--- config.mk ---
export PLATFORM = sky130hd
export DESIGN_NAME = axi_vga_capture
export DESIGN_NICKNAME = d
export VERILOG_FILES = /design/src/rtl/axi_vga_capture.sv
export SDC_FILE = /design/constraint.sdc
export NUM_CORES = 1
export LEC_CHECK = 0
export ABC_AREA = 0
export CAP_MARGIN = 10
export CORE_MARGIN = 5
export CORE_UTILIZATION = 35
export CTS_BUF_LIST = sky130_fd_sc_hd__clkbuf_4 sky130_fd_sc_hd__clkbuf_8 sky130_fd_sc_hd__clkbuf_16
export DETAILED_ROUTE_END_ITERATION = 8
export GPL_TIMING_DRIVEN = 0
export PLACE_DENSITY = 0.48
export SLEW_MARGIN = 0
export SYNTH_ARGS = -nofsm -noshare
export SYNTH_HDL_FRONTEND = slang
export SYNTH_SLANG_ARGS = --single-unit
--- constraint.sdc ---
create_clock -name clk_i -period 22.9 [get_ports clk_i]
set_input_delay 5.725 -clock clk_i [delete_from_list [all_inputs] [get_ports clk_i]]
set_output_delay 5.725 -clock clk_i [all_outputs]
set_load 0.01 [all_outputs]
--- src/rtl/axi_vga_capture.sv ---
// axi_vga_capture: samples a parallel VGA stream, packs visible pixels into
// DataWidth-bit words (pixel 0 in the LSBs) and hands them out through a
// fall-through FIFO on a valid/ready stream.
module axi_vga_capture #(
    parameter int RedWidth    = 5,
    parameter int GreenWidth  = 6,
    parameter int BlueWidth   = 5,
    parameter int HCountWidth = 12,
    parameter int VCountWidth = 12,
    parameter int DataWidth   = 64,
    parameter int FifoDepth   = 8,
    parameter bit SyncActLow  = 1'b1
) (
    input  logic                   clk_i,
    input  logic                   rst_i,
    input  logic                   enable_i,
    input  logic                   pix_en_i,
    input  logic                   hsync_i,
    input  logic                   vsync_i,
    input  logic [RedWidth-1:0]    red_i,
    input  logic [GreenWidth-1:0]  green_i,
    input  logic [BlueWidth-1:0]   blue_i,
    input  logic [HCountWidth-1:0] cfg_hback_i,
    input  logic [HCountWidth-1:0] cfg_hvis_i,
    input  logic [VCountWidth-1:0] cfg_vback_i,
    input  logic [VCountWidth-1:0] cfg_vvis_i,
    output logic [DataWidth-1:0]   data_o,
    output logic                   sof_o,
    output logic                   valid_o,
    input  logic                   ready_i,
    output logic                   frame_done_o,
    output logic                   overflow_o,
    output logic                   timing_err_o
);
    localparam int PixW       = RedWidth + GreenWidth + BlueWidth;
    localparam int PixPerWord = DataWidth / PixW;
    localparam int PcW        = (PixPerWord > 1) ? $clog2(PixPerWord) : 1;
    localparam int AW         = (FifoDepth > 1) ? $clog2(FifoDepth) : 1;
    localparam int CW         = $clog2(FifoDepth + 1);

    typedef enum logic [1:0] {IDLE, WAIT_VS, ACTIVE} state_t;

    state_t                 state;
    logic                   hs_act, vs_act, hs_prev, vs_prev, hs_trail, vs_trail;
    logic [HCountWidth-1:0] hcnt, cur_h, sh_hback, sh_hvis;
    logic [VCountWidth-1:0] vcnt, cur_v, sh_vback, sh_vvis;
    logic [HCountWidth:0]   h_end;
    logic [VCountWidth:0]   v_end;
    logic                   h_vis, v_vis, pix_vis, last_pix;
    logic                   en_q, en_rise;
    logic [PixW-1:0]        pix;
    logic [DataWidth-1:0]   pack_data, pack_next, push_data;
    logic [PcW-1:0]         pack_cnt;
    logic                   pack_sof, first_pix, push_vld, push_sof;
    logic [DataWidth:0]     mem [FifoDepth];
    logic [AW-1:0]          wr_ptr, rd_ptr;
    logic [CW-1:0]          count;
    logic                   full, pop, do_push;

    assign hs_act   = SyncActLow ? ~hsync_i : hsync_i;
    assign vs_act   = SyncActLow ? ~vsync_i : vsync_i;
    assign hs_trail = pix_en_i & hs_prev & ~hs_act;
    assign vs_trail = pix_en_i & vs_prev & ~vs_act;
    assign en_rise  = enable_i & ~en_q;
    assign pix      = {red_i, green_i, blue_i};

    // Position of the current sample: hsync trail restarts the line, vsync trail
    // parks vcnt at all-ones so the first full line after it becomes line 0.
    assign cur_h = hs_trail ? '0 : ((hcnt == '1) ? hcnt : hcnt + HCountWidth'(1));
    assign cur_v = vs_trail ? '1 : (hs_trail ? vcnt + VCountWidth'(1) : vcnt);

    assign h_end    = {1'b0, sh_hback} + {1'b0, sh_hvis};
    assign v_end    = {1'b0, sh_vback} + {1'b0, sh_vvis};
    assign h_vis    = ({1'b0, cur_h} >= {1'b0, sh_hback}) && ({1'b0, cur_h} < h_end);
    assign v_vis    = ({1'b0, cur_v} >= {1'b0, sh_vback}) && ({1'b0, cur_v} < v_end);
    assign pix_vis  = pix_en_i & h_vis & v_vis & ~hs_act & ~vs_act;
    assign last_pix = pix_vis && ({1'b0, cur_h} == h_end - (HCountWidth+1)'(1))
                              && ({1'b0, cur_v} == v_end - (VCountWidth+1)'(1));

    // Insert the current pixel into its lane of the word being assembled
    always_comb begin
        pack_next = pack_data;
        pack_next[int'(pack_cnt) * PixW +: PixW] = pix;
    end

    // Sync edge history, position counters and frame-start config shadow
    always_ff @(posedge clk_i or posedge rst_i) begin
        if (rst_i) begin
            hs_prev  <= 1'b0;
            vs_prev  <= 1'b0;
            hcnt     <= '0;
            vcnt     <= '0;
            sh_hback <= '0;
            sh_hvis  <= '0;
            sh_vback <= '0;
            sh_vvis  <= '0;
        end else if (pix_en_i) begin
            hs_prev <= hs_act;
            vs_prev <= vs_act;
            hcnt    <= cur_h;
            vcnt    <= cur_v;
            if (vs_trail) begin
                sh_hback <= cfg_hback_i;
                sh_hvis  <= cfg_hvis_i;
                sh_vback <= cfg_vback_i;
                sh_vvis  <= cfg_vvis_i;
            end
        end
    end

    // Capture FSM and pixel packer; completed words go out through a one-cycle push register
    always_ff @(posedge clk_i or posedge rst_i) begin
        if (rst_i) begin
            state        <= IDLE;
            en_q         <= 1'b0;
            pack_data    <= '0;
            pack_cnt     <= '0;
            pack_sof     <= 1'b0;
            first_pix    <= 1'b0;
            push_vld     <= 1'b0;
            push_data    <= '0;
            push_sof     <= 1'b0;
            frame_done_o <= 1'b0;
            timing_err_o <= 1'b0;
        end else begin
            en_q         <= enable_i;
            push_vld     <= 1'b0;
            frame_done_o <= 1'b0;
            if (en_rise) timing_err_o <= 1'b0;
            if (!enable_i) begin
                state     <= IDLE;
                pack_data <= '0;
                pack_cnt  <= '0;
                pack_sof  <= 1'b0;
                first_pix <= 1'b0;
            end else begin
                case (state)
                    IDLE: state <= WAIT_VS;
                    WAIT_VS: begin
                        if (vs_trail) begin
                            state     <= ACTIVE;
                            pack_data <= '0;
                            pack_cnt  <= '0;
                            pack_sof  <= 1'b0;
                            first_pix <= 1'b1;
                        end
                    end
                    ACTIVE: begin
                        if (vs_trail) begin
                            // frame cut short: drop the partial word and restart
                            pack_data <= '0;
                            pack_cnt  <= '0;
                            pack_sof  <= 1'b0;
                            first_pix <= 1'b1;
                            if (sh_hvis != '0 && sh_vvis != '0) timing_err_o <= 1'b1;
                        end else if (pix_vis) begin
                            first_pix <= 1'b0;
                            if (pack_cnt == PcW'(PixPerWord - 1) || last_pix) begin
                                push_vld     <= 1'b1;
                                push_data    <= pack_next;
                                push_sof     <= pack_sof | first_pix;
                                pack_data    <= '0;
                                pack_cnt     <= '0;
                                pack_sof     <= 1'b0;
                                frame_done_o <= last_pix;
                                if (last_pix) state <= WAIT_VS;
                            end else begin
                                pack_data <= pack_next;
                                pack_cnt  <= pack_cnt + PcW'(1);
                                pack_sof  <= pack_sof | first_pix;
                            end
                        end
                    end
                    default: state <= IDLE;
                endcase
            end
        end
    end

    assign full    = (count == CW'(FifoDepth));
    assign valid_o = (count != '0);
    assign pop     = valid_o & ready_i;
    assign do_push = push_vld & (~full | pop);
    assign data_o  = valid_o ? mem[rd_ptr][DataWidth-1:0] : '0;
    assign sof_o   = valid_o & mem[rd_ptr][DataWidth];

    // FIFO storage, not reset: pointers and count define what is valid
    always_ff @(posedge clk_i) begin
        if (do_push) mem[wr_ptr] <= {push_sof, push_data};
    end

    // FIFO pointers, occupancy and the sticky overflow flag
    always_ff @(posedge clk_i or posedge rst_i) begin
        if (rst_i) begin
            wr_ptr     <= '0;
            rd_ptr     <= '0;
            count      <= '0;
            overflow_o <= 1'b0;
        end else begin
            if (do_push) wr_ptr <= (wr_ptr == AW'(FifoDepth - 1)) ? '0 : wr_ptr + AW'(1);
            if (pop)     rd_ptr <= (rd_ptr == AW'(FifoDepth - 1)) ? '0 : rd_ptr + AW'(1);
            case ({do_push, pop})
                2'b10:   count <= count + CW'(1);
                2'b01:   count <= count - CW'(1);
                default: count <= count;
            endcase
            if (en_rise) overflow_o <= 1'b0;
            if (push_vld && !do_push) overflow_o <= 1'b1;
        end
    end

endmodule
# Word-level counts from Yosys, hierarchy flattened
# Memory sizes are Yosys's and may differ from the RTL's.
# Index checks and enable logic that the tools add are counted.
# op_classes
bitwise	19
multipliers	0
order_cmp	4
n_div	0
reduce_logical	18
eq_ne	18
mux	58
n_addsub	12
shift	2
# ops
cell	count
two-way mux 64 bit	6
case mux 64 bit (2 select lines)	1
bitwise mux 64 bit	1
variable shift 16 x 33 -> 64 bit (first input constant)	1
variable part select 16 x 33 -> 64 bit	1
two-way mux 12 bit	4
negator 6 -> 33 bit	1
two-way mux 1 bit	28
adder 12 x 12 -> 13 bit	2
equality test 12 x 13 -> 1 bit	2
< comparator 12 x 13 -> 1 bit	2
subtractor 13 x 1 -> 13 bit (second input constant)	2
adder 12 x 1 -> 12 bit (second input constant)	2
greater-or-equal comparator 12 bit	2
nonzero test 12 bit	2
two-way mux 2 bit	11
!= test 3 bit (second input constant)	5
bitwise AND 1 bit	12
equality test 12 bit (second input constant)	1
AND reduction 5 bit	2
case mux 4 bit (2 select lines)	1
adder 3 x 1 -> 3 bit (second input constant)	2
equality test 2 bit (second input constant)	3
equality test 3 bit (second input constant)	2
other kinds (21)	35
# word_totals
input_bits	71
elab_cells	155
reg_bits	224
rom_bits	0
latch_bits	0
memories	1
ramBits	520
output_inout_bits	69
# memory_table
memory	depth	word_bits	rd	rd_clocked_by_memory_dff	write_ports	line_no	rtl
mem	8	65	1	0	1	55	logic [DataWidth:0] mem [FifoDepth];

# Depth between registers and ports, before layout
# depth
ltp_word	17
ltp_mapped	21
depth_no_buf	19

# Least setup slack after synthesis
# OpenSTA, ideal clock, no wires.
# synth_timing
kind	input to register
startpoint	in ready_i
endpoint	mem mem[0][0] (netlist bit) (enable)
arrival_ps	12217
required_ps	22251
setup_time_ps	649
slack_ps	10034
stages	3
path_cell_list	nand3b_1 nand2_1 nor4_1
# synth_via
elab_chain_len	5
# synth_rtl
item	line_no	rtl
from (decl)	30	input logic ready_i,
bitwise AND 1 bit	182	assign pop = valid_o & ready_i;
bitwise OR 1 bit	183	assign do_push = push_vld & (~full | pop);
bitwise AND 1 bit	183	
two-way mux 1 bit	189	if (do_push) mem[wr_ptr] <= {push_sof, push_data};
two-way mux 1 bit (not written as such)	189	
to (decl)	55	
# No other way between the ends.

# Worst setup path after layout
# layout_timing
startpoint	in pix_en_i
endpoint	reg pack_data[4]
# layout_via
elab_chain_len	17
elab_cells_between_ends	30
classes_between	order compare: 4; eq/ne: 4; mux: 8; bitwise: 8; reduce/logical: 6
# layout_rtl
item	line_no	rtl
from (decl)	17	input logic pix_en_i,
bitwise AND 1 bit (2 in series)	62	assign hs_trail = pix_en_i & hs_prev & ~hs_act;
two-way mux 12 bit	70	assign cur_v = vs_trail ? '1 : (hs_trail ? vcnt + VCountWidth'(1) : vcnt);
two-way mux 12 bit *	70	
via cur_v[1]	46	logic [VCountWidth-1:0] vcnt, cur_v, sh_vback, sh_vvis;
< comparator 12 x 13 -> 1 bit or greater-or-equal comparator 12 bit (tied branches)	75	assign v_vis = ({1'b0, cur_v} >= {1'b0, sh_vback}) && ({1'b0, cur_v} < v_end);
logical AND 1 bit	75	
bitwise AND 1 bit (3 in series)	76	assign pix_vis = pix_en_i & h_vis & v_vis & ~hs_act & ~vs_act;
logical AND 1 bit	77	assign last_pix = pix_vis && ({1'b0, cur_h} == h_end - (HCountWidth+1)'(1))
logical AND 1 bit	78	&& ({1'b0, cur_v} == v_end - (VCountWidth+1)'(1));
logical OR 1 bit	158	if (pack_cnt == PcW'(PixPerWord - 1) || last_pix) begin
two-way mux 64 bit	158	
two-way mux 64 bit	156	end else if (pix_vis) begin
two-way mux 64 bit	149	if (vs_trail) begin
case mux 64 bit (2 select lines)	137	case (state)
two-way mux 64 bit	130	if (!enable_i) begin
to (signal assigned)	168	pack_data <= pack_next;
to (decl)	52	logic [DataWidth-1:0] pack_data, pack_next, push_data;
# Mark *: on every way through the listed nets, which the timed path passes. The rest lies on a longest branch. The select of a mux whose other input is x is not followed.
# A chain may end at the register's enable or synchronous reset.

==> qor.yml <==
ioPinCount: 140
post_drt_wl_per_cell_microns: 22.3
cp-start-kind: "primary input"
finalCriticalPeriod_ps: 11810
grt_pass1_vias: 22100
synth_fp_nets: 2569
maxSlewViolCount: 0
grt_use_total_pct: 17.3
cpMostUsedCell: "clkbuf_1"
clock-sinks: 744
cts_tree: "done"
wl_mm: 89.8
ys_types: 90
clock_path_buffers: 3
globalRouteOverflowTotal: 0
async_flop_share_pct: 30.1
synth_area_leaders: "edfxtp_1 (46%), dfrtp_1 (17%), mux4_2 (8.6%), mux2i_1 (4.0%), ha_1 (3.2%)"
totalPowerFinal_mw: 3.45
critPathLaunch: "pix_en_i"
final_antenna_net_count: 0
hold_depth: 2
crit_type: "in2reg"
port_buffers: 123
setup_viol: 0
cp.arrival_ps: 12380
r2r_slack_ps: 16610
die_w_microns: 321
area_growth_pct: 18.9
grt_pass1_wl_mm: 137
yosys.area.top_type: "edfxtp_1"
hold-path-endpoint: "sh_vvis[8]$_DFFE_PP0P_"
synth_seq_area_share_pct: 62.6
utilization_pct: 41.8
core-area_sq_um: 96400
vias_per_cell: 5.21
hp-class: "reg2reg"
synth_edf_count: 520
worst_pin_slew_ps: 1280
place.gp.congestion: 0.829
min_from: "sh_vvis[8]$_DFFE_PP0P_"
hold_viol_final: 0
final_cell_area_sq_um: 40300
cp_slowest_cell: "nor4b_1"
power.leakage_nw: 13.1
p_per_area_nw_per_um2: 85.7
syn-cell-area_sq_um: 33900
drive_above_1_share_pct: 14.6
outcome: "finished, final reports clean"
netlist.area_leader.share_pct: 46.1
fmax_mhz: 84.7
relSlewSlack_pct: 13.4
numCtsBuffers: 83
layout_commonest_cell: "edfxtp_1"
rows: 114
cts_max_level: 3
rsz0062_at_grt: "no"
fin_hold_ws_ps: 518
ctsResizeCount: 0
path_max_fanout: 10
path_clk_slew_ps: 60
rr_endpoint: "pack_data[4]$_DFFE_PP0P_"
synth-seq-cells: 744
route.detailed.drc: 0
setup_tns_ps: 0
place_area_sq_um: 37500
irDropWorstVdd_uv: 53.3
dr.pass1.iters: 5
cap_violations: 0
end_kind: "flip-flop"
antenna_found_initial: 0
cts-root-buf: "clkbuf_16"
route.vias.total: 21000
grt_max_degree: 119
hpwl_mm: 63.9
cts_hold_buf: 0
crit_chain: "clkdlybuf4s50_1 -> buf_2 -> nand3_1 -> clkbuf_1 -> clkbuf_1 -> buf_1 -> nand2_1 -> ha_1 -> nor2b_1 -> o21a_1 -> o21ai_0 -> a21oi_1 -> o21ai_0 -> a211oi_1 -> nor4b_1 -> nand2_1 -> a31oi_1 -> clkbuf_1 -> a221o_1"
insertion_delay_ps: 650
fin_nets: 2840
synth_area_per_cell_sq_um: 14.1
cpPeakStageDelay_ps: 1080
die_h_microns: 321
initial_utilization_pct: 35.1
synth_warnings: 0
finalCritPeriodShare_pct: 51.6
synthCells: 2408
reg2reg_depth: 17
timing.rr.start: "vs_prev$_DFFE_PP0P_"
layout_common_cells: "edfxtp_1 (520), dfrtp_1 (224), nor2_1 (216)"
postCtsSetupBuffers: 0
drt_iter0_markers: 1533
synth_ff_type: "edfxtp_1"
cp.required_ps: 23470
fin_skew_ps: 45.5
dieArea_sq_um: 103000
[sequential cells by signal, indices dropped and copies added, names as in the netlist, 2 cells and up]
signal and flops:
sh_hback 12, state 2, push_data 64, vcnt 12
wr_ptr 3, mem 520, sh_vvis 12, sh_hvis 12
sh_vback 12, hcnt 12, count 4, rd_ptr 3
pack_data 64, pack_cnt 2
[cell type report]
type	instances	area [sq um]
Tap cell	1276	1600
Clock buffer	97	2210
Multi-Input combinational cell	1359	11500
Buffer	119	528
Timing Repair Buffer	186	1990
Antenna cell	2	5.00
Clock inverter	57	549
Fill cell	8937	56100
Sequential cell	744	21200
Inverter	186	706
[power breakdown]
group	leakage [nW]	switching, mW	internal (mW)
clock	1.36	0.555	0.766
sequential	5.54	0.0346	1.46
combinational	6.18	0.381	0.255
[metal layers]
metal | GRT usage [%] | vias up | routed length, microns
met4 | 4.54 | 0 | 2240
li1 | - | 9623 | -
met2 | 29.2 | 483 | 43900
met3 | 2.84 | 119 | 3990
met5 | 0 | - | 0
met1 | 23.6 | 10800 | 39700
[through the flow]
stage / setup WS, ps / cells
6_report: 11090 / 4026
4_1_cts: 11210 / 4022
5_1_grt: 10880 / 4024
3_5_place_dp: 10460 / 3868
3_3_place_gp: 989 / 3807
2_1_floorplan: 10030 / 2408
[synthesized netlist by cell type (5+ instances only)]
cell,instances
a211oi_1,12
a211oi_2,5
a21o_1,14
a21oi_1,99
a221o_1,68
a31oi_1,9
and2_1,8
and3_1,15
and4_1,6
buf_1,35
buf_2,8
buf_6,9
clkbuf_1,66
dfrtp_1,224
edfxtp_1,520
ha_1,87
inv_1,184
mux2_2,13
mux2i_1,136
mux4_2,130
nand2_1,166
nand2b_1,17
nand3_1,36
nand4_1,12
nor2_1,219
nor2b_1,17
nor3_1,25
nor4_1,17
o2111ai_1,5
o211ai_1,13
o21a_1,14
o21ai_0,60
o31ai_1,5
or3_1,7
or4_1,7
xnor2_1,23
xor2_1,14
[critical path: cells and delay by family]
kind | cells | cell delay (ps)
adder cells (fa/ha/maj) | 1 | 330
AND/OR/NAND/NOR | 5 | 1860
AO/OA/AOI/OAI | 7 | 1740
buffers and inverters | 6 | 2690
[worst max-delay path by stage]
stage | endpoint | slack (ps) | depth (start not counted)
final | pack_data[4]$_DFFE_PP0P_ | 11090 | 19
after CTS | pack_data[4]$_DFFE_PP0P_ | 11210 | 19
after global placement | mem[0][40]$_DFFE_PP_ | 990 | 4
after global routing | pack_data[7]$_DFFE_PP0P_ | 10880 | 19
after floorplan | mem[0][0]$_DFFE_PP_ | 10030 | 3
after detailed placement | pack_data[2]$_DFFE_PP0P_ | 10460 | 19
[kinds of logic after synthesis]
family / after synthesis / synth area share, %
flip-flops: 744 / 62.6
buffers and inverters: 305 / 3.62
XOR/XNOR: 47 / 1.56
AND/OR/NAND/NOR: 578 / 7.94
AO/OA/AOI/OAI: 365 / 7.75
adder cells (fa/ha/maj): 90 / 3.39
multiplexers: 279 / 13.1
(Power assumes the default switching activity.)
